### config.mk
export PLATFORM = sky130hd
export DESIGN_NAME = sccb_cfg_master
export DESIGN_NICKNAME = d
export VERILOG_FILES = /design/src/rtl/sccb_cfg_master_pkg.sv /design/src/rtl/sccb_qtick.sv /design/src/rtl/sccb_cfg_master.sv
export SDC_FILE = /design/constraint.sdc
export NUM_CORES = 1
export LEC_CHECK = 0
export ABC_CLOCK_PERIOD_IN_PS = 2160
export CORE_ASPECT_RATIO = 1.5
export CORE_MARGIN = 2
export CORE_UTILIZATION = 58
export DETAILED_ROUTE_END_ITERATION = 16
export HOLD_SLACK_MARGIN = 0.06
export PLACE_DENSITY = 0.8
export RECOVER_POWER = 100
export SETUP_SLACK_MARGIN = 0.1
export SYNTH_ARGS = -nofsm -noshare
export SYNTH_HDL_FRONTEND = slang
export SYNTH_SLANG_ARGS = --single-unit
export TNS_END_PERCENT = 10
### constraint.sdc
create_clock -name clk_100m -period 2.16 [get_ports clk_100m]
set_input_delay 0.648 -clock clk_100m [delete_from_list [all_inputs] [get_ports clk_100m]]
set_output_delay 0.648 -clock clk_100m [all_outputs]
set_load 0.03 [all_outputs]
### src/rtl/sccb_cfg_master_pkg.sv
// sccb_cfg_master_pkg: shared FSM states and SCCB frame constants for the camera configurator
package sccb_cfg_master_pkg;
  typedef enum logic [2:0] {S_IDLE, S_FETCH, S_START, S_BITS, S_STOP, S_GAP, S_FIN} state_t;
  localparam logic [15:0] SCCB_END_MARK = 16'hFFFF;
  localparam int SCCB_BITS = 27;
endpackage

### src/rtl/sccb_qtick.sv
// sccb_qtick: quarter-bit tick generator; clk/rst/clr in, qtick pulses once every QDIV cycles while clr is low
module sccb_qtick #(
  parameter int QDIV = 250
) (
  input  logic clk,
  input  logic rst,
  input  logic clr,
  output logic qtick
);
  localparam int W = QDIV > 1 ? $clog2(QDIV) : 1;
  logic [W-1:0] cnt;
  assign qtick = ~clr & (cnt == W'(QDIV - 1));
  always_ff @(posedge clk) cnt <= (rst || clr || qtick) ? '0 : cnt + 1'b1;
endmodule

### src/rtl/sccb_cfg_master.sv
// sccb_cfg_master: walks a {reg,val} ROM and writes each entry over SCCB; ports clk_100m/rst/start in, rom_idx out, rom_data in, sioc/siod_oe/busy/done out
module sccb_cfg_master
  import sccb_cfg_master_pkg::*;
#(
  parameter int          CLK_HZ   = 100_000_000,
  parameter int          SCCB_HZ  = 100_000,
  parameter logic [7:0]  DEV_ADDR = 8'h42,
  parameter int          GAP_CYC  = 1000,
  parameter int          IDX_W    = 8
) (
  input  logic             clk_100m,
  input  logic             rst,
  input  logic             start,
  output logic [IDX_W-1:0] rom_idx,
  input  logic [15:0]      rom_data,
  output logic             sioc,
  output logic             siod_oe,
  output logic             busy,
  output logic             done
);
  localparam int QDIV = CLK_HZ / (4 * SCCB_HZ);
  localparam int GW = $clog2(GAP_CYC + 1);
  state_t               state;
  logic [1:0]           q;
  logic [4:0]           bit_cnt;
  logic [SCCB_BITS-1:0] sr;
  logic [GW-1:0]        gap_cnt;
  logic                 fwait;
  logic                 last;
  logic                 qtick;
  logic                 tick_clr;
  logic                 is_end;
  assign tick_clr = state == S_IDLE || state == S_GAP || state == S_FIN;
  assign is_end = rom_data == SCCB_END_MARK;
  sccb_qtick #(.QDIV(QDIV)) u_qtick (
    .clk   (clk_100m),
    .rst   (rst),
    .clr   (tick_clr),
    .qtick (qtick)
  );
  always_ff @(posedge clk_100m) begin
    if (rst) begin
      state   <= S_IDLE;
      q       <= '0;
      bit_cnt <= '0;
      sr      <= '0;
      gap_cnt <= '0;
      fwait   <= 1'b0;
      last    <= 1'b0;
      rom_idx <= '0;
      sioc    <= 1'b1;
      siod_oe <= 1'b0;
      busy    <= 1'b0;
      done    <= 1'b0;
    end else begin
      case (state)
        S_IDLE: if (start) begin
          busy    <= 1'b1;
          rom_idx <= '0;
          fwait   <= 1'b0;
          state   <= S_FETCH;
        end
        S_FETCH: begin
          fwait <= ~fwait;
          if (fwait) begin
            sr    <= {DEV_ADDR, 1'b1, rom_data[15:8], 1'b1, rom_data[7:0], 1'b1};
            q     <= '0;
            state <= is_end ? S_FIN : S_START;
            done  <= is_end;
            busy  <= ~is_end;
          end
        end
        S_START: if (qtick) begin
          q <= q + 1'b1;
          if (q == 2'd0) siod_oe <= 1'b1;
          if (q == 2'd1) sioc <= 1'b0;
          if (q == 2'd3) begin
            state   <= S_BITS;
            bit_cnt <= '0;
            siod_oe <= ~sr[SCCB_BITS-1];
          end
        end
        S_BITS: if (qtick) begin
          q <= q + 1'b1;
          if (q == 2'd1) sioc <= 1'b1;
          if (q == 2'd3) begin
            sioc <= 1'b0;
            if (bit_cnt == 5'(SCCB_BITS - 1)) begin
              state   <= S_STOP;
              siod_oe <= 1'b1;
            end else begin
              bit_cnt <= bit_cnt + 1'b1;
              sr      <= {sr[SCCB_BITS-2:0], 1'b0};
              siod_oe <= ~sr[SCCB_BITS-2];
            end
          end
        end
        S_STOP: if (qtick) begin
          q <= q + 1'b1;
          if (q == 2'd0) sioc <= 1'b1;
          if (q == 2'd1) siod_oe <= 1'b0;
          if (q == 2'd3) begin
            state   <= S_GAP;
            gap_cnt <= '0;
            // the top table slot is final: finish instead of wrapping to 0
            last    <= &rom_idx;
            if (~&rom_idx) rom_idx <= rom_idx + 1'b1;
          end
        end
        S_GAP: begin
          gap_cnt <= gap_cnt + 1'b1;
          if (gap_cnt == GW'(GAP_CYC - 1)) begin
            fwait <= 1'b0;
            state <= last ? S_FIN : S_FETCH;
            done  <= last;
            busy  <= ~last;
          end
        end
        S_FIN: begin
          done  <= 1'b0;
          state <= S_IDLE;
        end
        default: state <= S_IDLE;
      endcase
    end
  end
endmodule
# == Word level (Yosys, flattened, before mapping) ==
# Cells that the tools add are included.
# word_totals
out_inout_bits,12
word_cells,142
reg_bits,69
# op_classes
addsub,5
n_eq_ne,30
n_reduce_logical,28
mux,59
bitwise_logic,7
# ops
op,count
27-bit 2-to-1 mux,4
27-bit case mux with 2 select lines,1
3-bit 2-to-1 mux,12
8-bit 2-to-1 mux,4
5-bit 2-to-1 mux,5
2-bit != test (second input constant),11
10-bit 2-to-1 mux,2
10-bit case mux with 2 select lines,1
1-bit 2-to-1 mux,19
3-bit case mux with 6 select lines,1
8-bit by 1-bit adder with 8-bit output (second input constant),2
16-bit == test (second input constant),1
8-bit case mux with 2 select lines,1
1-bit case mux with 3 select lines,5
3-bit AND reduction,5
7-bit AND reduction,2
10-bit by 1-bit adder with 10-bit output (second input constant),1
10-bit == test (second input constant),1
2-bit by 1-bit != test with 1-bit output (second input constant),5
5-bit case mux with 2 select lines,1
10-bit AND reduction,1
5-bit AND reduction,2
2-bit nonzero test,5
3-bit == test (second input constant),3
other kinds (21),34

# == Depth between registers and ports, before layout ==
# depth
depth_word,7
depth_mapped,10
ltp_nobuf,7

# == By module ==
# From an unflattened synthesis, not the netlist that was laid out.
# hier_totals
cells_unflattened,415
hier_area_um2,3453.3
# modules_own_cells
module,area_per_inst_um2,seq_area_each_um2,cells_each,instances
sccb_cfg_master,3050.4,1221.2,369,1
sccb_qtick,402.9,160.2,46,1

# == Least setup slack after synthesis ==
# No wires, ideal clock.
# synth_timing
path_kind,register to register
start,register gap_cnt[0]
end,register state[2]
arrival_ns,1.783
n_path_buf,0
setup_time_ns,0.070
slack_ns,0.307
stages_incl_launch_ff,7
path_cell_list,dfxtp_1 > ha_1 > and4bb_2 > a41oi_2 > a221o_1 > or3_1 > a21oi_1
# synth_between
elab_chain_cells,3
# synth_lines
element,line_no,rtl
start: declaration,sccb_cfg_master.sv:27,logic [GW-1:0] gap_cnt;
start signal: assignment,sccb_cfg_master.sv:111,gap_cnt <= gap_cnt + 1'b1;
10-bit == test,sccb_cfg_master.sv:112,if (gap_cnt == GW'(GAP_CYC - 1)) begin
2-bit by 1-bit != test with 1-bit output (no line),n/a,
10-bit AND reduction (no line),n/a,
end signal: assignment,sccb_cfg_master.sv:68,state <= is_end ? S_FIN : S_START;
end signal: assignment,sccb_cfg_master.sv:114,state <= last ? S_FIN : S_FETCH;
end: declaration,sccb_cfg_master.sv:23,state_t state;
# No other way between the ends.
# A chain may end at the register's enable or synchronous reset.

# == Worst setup path in the final report ==
# layout_timing
start,register done
end,output done
# layout_lines
element,line_no,rtl
start: declaration,sccb_cfg_master.sv:19,output logic done
start signal: assignment,sccb_cfg_master.sv:69,done <= is_end;
start signal: assignment,sccb_cfg_master.sv:115,done <= last;
# No word-level cell between the ends.

==> summary.txt <==
Die
  – IO Count: 31
  – Die X-Extent: 68.7 um
  – Die Height: 101 um
  – Starting density of the core: 0.598
  – Row count: 35
  – Core area: 0.00609 sq mm
  – Die footprint: 0.00694 sq mm

Power and ir drop
  – Pwr per Cell Area: 788 mW/mm^2
  – Total leakage power: 1.48 nW
  – Worst VDD drop: 0.580 mV
  – Pwr Total: 3.31 mW

Placed design
  – GPL Wtd Cong: 0.850
  – DP Cell Count: 546
  – # port buffers: 30
  – DP Wirelength: 5910 um

Global routing
  – First-pass GRT wire length: 13800 um
  – Overall global routing resource usage: 0.256
  – Pin count of the biggest net entering global routing: 33
  – Antenna violations before repair: 0
  – Overflow after GRT: 0
  – Vias in the first global route: 3137

Synth
  – Synth area leader: dfxtp_1
  – Predominant post-synthesis flop cell: dfxtp_1
  – Number of flops mapped to enable cells by yosys: 0
  – Synth top area share: 0.379
  – Top cells by area, synth: dfxtp_1 (38%), nor2_1 (5.8%), nand3_1 (5.5%)
  – Avg Inst Size Synth: 8.18 sq um
  – Gate Count Post-Synth: 445
  – Synth Register Bits: 69
  – Syn. warnings: 0
  – Sequential share of the synthesized area: 0.379
  – Cell with the most instances after synthesis: dfxtp_1
  – Post-Syn Nets: 473
  – Distinct cells, synth: 63
  – Mapped cell area: 0.00364 sq mm
  – Post-synth top cells: dfxtp_1 (69), nor2_1 (56), nand2_1 (47)
  – Asr flop ratio synth: 0

Worst setup path
  – Crit path max-delay family: buffers and inverters
  – R2R depth: 6
  – Worst R2R Start: state[2]$_SDFFE_PP0P_
  – Crit-path slowest cell: dlygate4sd3_1
  – Slowest Stage Delay on Critical Path: 0.74 ns
  – Flop-to-flop setup slack: 0.15 ns
  – Crit path launch type: flip-flop
  – CP bufs+invs: 1
  – Worst-path cell chain: dlygate4sd3_1
  – CP Data Arrival Time: 1.43 ns
  – Critical path data required time: 1.51 ns
  – Reg2reg end: siod_oe$_SDFFE_PP0P_
  – Crit Path Max Fanout: 2
  – Element type at the critical path end: primary output
  – Worst setup path class: flip-flop to primary output

Final layout
  – Nets: 513
  – Final Instance Count excl. Fillers: 564
  – Share of cells above drive strength 1: 0.116
  – Fin util: 0.690
  – Area Overhead vs Synth: 15.3%
  – Filler Cells Inserted: 530
  – ANT cells: 0

Drt
  – Drt first-iter violations: 158
  – Via density: 6.12
  – DRT Wirelength: 8360 um
  – Vias: 3454
  – Routed WL per cell: 14.8 um
  – DRC viols: 0
  – 1st-pass router iterations: 4
  – Post-DRT Antenna Nets: 0

Worst hold path
  – Worst hold stages: 2
  – Hold_sp: sr[21]$_SDFFE_PP0P_
  – Hold Path End: sr[22]$_SDFFE_PP0P_
  – Type of the most critical hold path: flip-flop to flip-flop

Outcome
  – Status: finished, final reports clean

STA
  – Final Skew: 0.00805 ns
  – Fin. Hold Viols: 0
  – RSZ-0062 raised after global routing: yes
  – Setup violations, final: 0
  – Worst slew pin tran: 0.510 ns
  – Period utilization: 0.960
  – Fin Hold WS: 0.460 ns
  – Fin. max-slew vios: 0
  – Peak Freq: 0.482 GHz
  – Rel. slew slack: 0.658
  – Final worst path period need: 2.07 ns

Clock tree
  – Clk_lat worst skew: 0.35 ns
  – Clock root buffer: clkbuf_8
  – CTS tree: built
  – CTS buffer count: 9
  – Clk buf depth: 2
  – CTS H-tree depth: 3
  – CTS Sinks: 69
  – Worst-path clk slew: 0.07 ns

Job
  – Number of max-cap violations: 0
==> layout make-up <==
cell class                      instances  area, sq um  area share
Timing Repair Buffer                   61          517       0.123
Inverter                                7         26.3     0.00626
Sequential cell                        69         1380       0.329
Clock buffer                            9          124      0.0295
Multi-Input combinational cell        337         2010       0.480
Clock inverter                          7         42.5      0.0101
Tap cell                               74         92.6      0.0221
==> power by group <==
group / total, mW / switching, mW / internal [mW]
Sequential: 1.47 / 0.0950 / 1.38
Clock: 0.905 / 0.498 / 0.407
Combinational: 0.930 / 0.561 / 0.369
Total: 3.31 / 1.15 / 2.15
==> cells in the final DEF, fill, tap and decap left out, types with 5 or more instances in the layout <==
cell,netlist,final
dfxtp_1,69,69
nor2_1,56,56
nand2_1,47,48
nand3_1,40,39
a21oi_1,29,29
buf_4,3,25
clkdlybuf4s50_1,0,18
nor3_1,16,16
a311oi_1,16,16
o21ai_0,13,13
clkbuf_8,6,9
nand4_1,8,8
xnor2_1,8,8
ha_1,9,8
inv_1,7,7
xor2_1,7,7
dlygate4sd2_1,0,7
or3_1,6,6
nor4_1,5,5
==> sequential cells by signal, indices dropped and copies added (netlist names) <==
register and cells:
u_qtick.cnt 8, state 3, last 1, sr 27, bit_cnt 5, fwait 1, done 1, busy 1
gap_cnt 10, rom_idx 8, q 2, siod_oe 1, sioc 1
==> metrics by stage <==
step / cell area [sq um] / TNS (ns) / setup WS [ns]
4_1_cts: 4200 / 0 / 0.111
3_5_place_dp: 4040 / -0.295 / -0.140
3_3_place_gp: 4040 / -0.268 / -0.148
6_report: 4200 / 0 / 0.0861
5_1_grt: 4200 / 0 / 0.0196
2_1_floorplan: 3640 / 0 / 0.307
==> worst max-delay path by stage <==
stage	slack (ns)	from	end	cells past startpoint
finish	0.09	done$_SDFFE_PP0P_	done	1
global route	0.02	u_qtick.cnt[0]$_SDFF_PP0_	rom_idx[1]$_SDFFE_PP0P_	6
CTS	0.11	siod_oe$_SDFFE_PP0P_	siod_oe	1
detailed placement	-0.14	rom_data[9]	state[2]$_SDFFE_PP0P_	7
global placement	-0.15	rom_data[10]	state[2]$_SDFFE_PP0P_	7
floorplan	0.31	gap_cnt[0]$_SDFFE_PP0P_	state[2]$_SDFFE_PP0P_	6
==> logic make-up after synthesis <==
family	share of synthesized area
AOI/OAI and AO/OA	0.178
buffers and inverters	0.0667
xor gates and xnor gates	0.0361
and+or+nand+nor	0.295
adders and majority gates	0.0309
DFF	0.379
muxes	0.0141
==> layer usage <==
metal / up-vias / part of all wire / global-route usage
li1: 1698 / - / -
met1: 1672 / 0.42 / 0.302
met2: 67 / 0.53 / 0.432
met3: 17 / 0.029 / 0.0603
met4: 0 / 0.022 / 0.110
met5: - / 0 / 0
==> repair_timing <==
item                                    CTS  global route
setup buffers                             0             2
cloned                                    0             0
endpoints found under the setup margin    9            39
resized for setup                         8             3
pin swaps                                 0             1
hold buffers                              0             0
No activity file was read; power rests on OpenSTA's default activity.
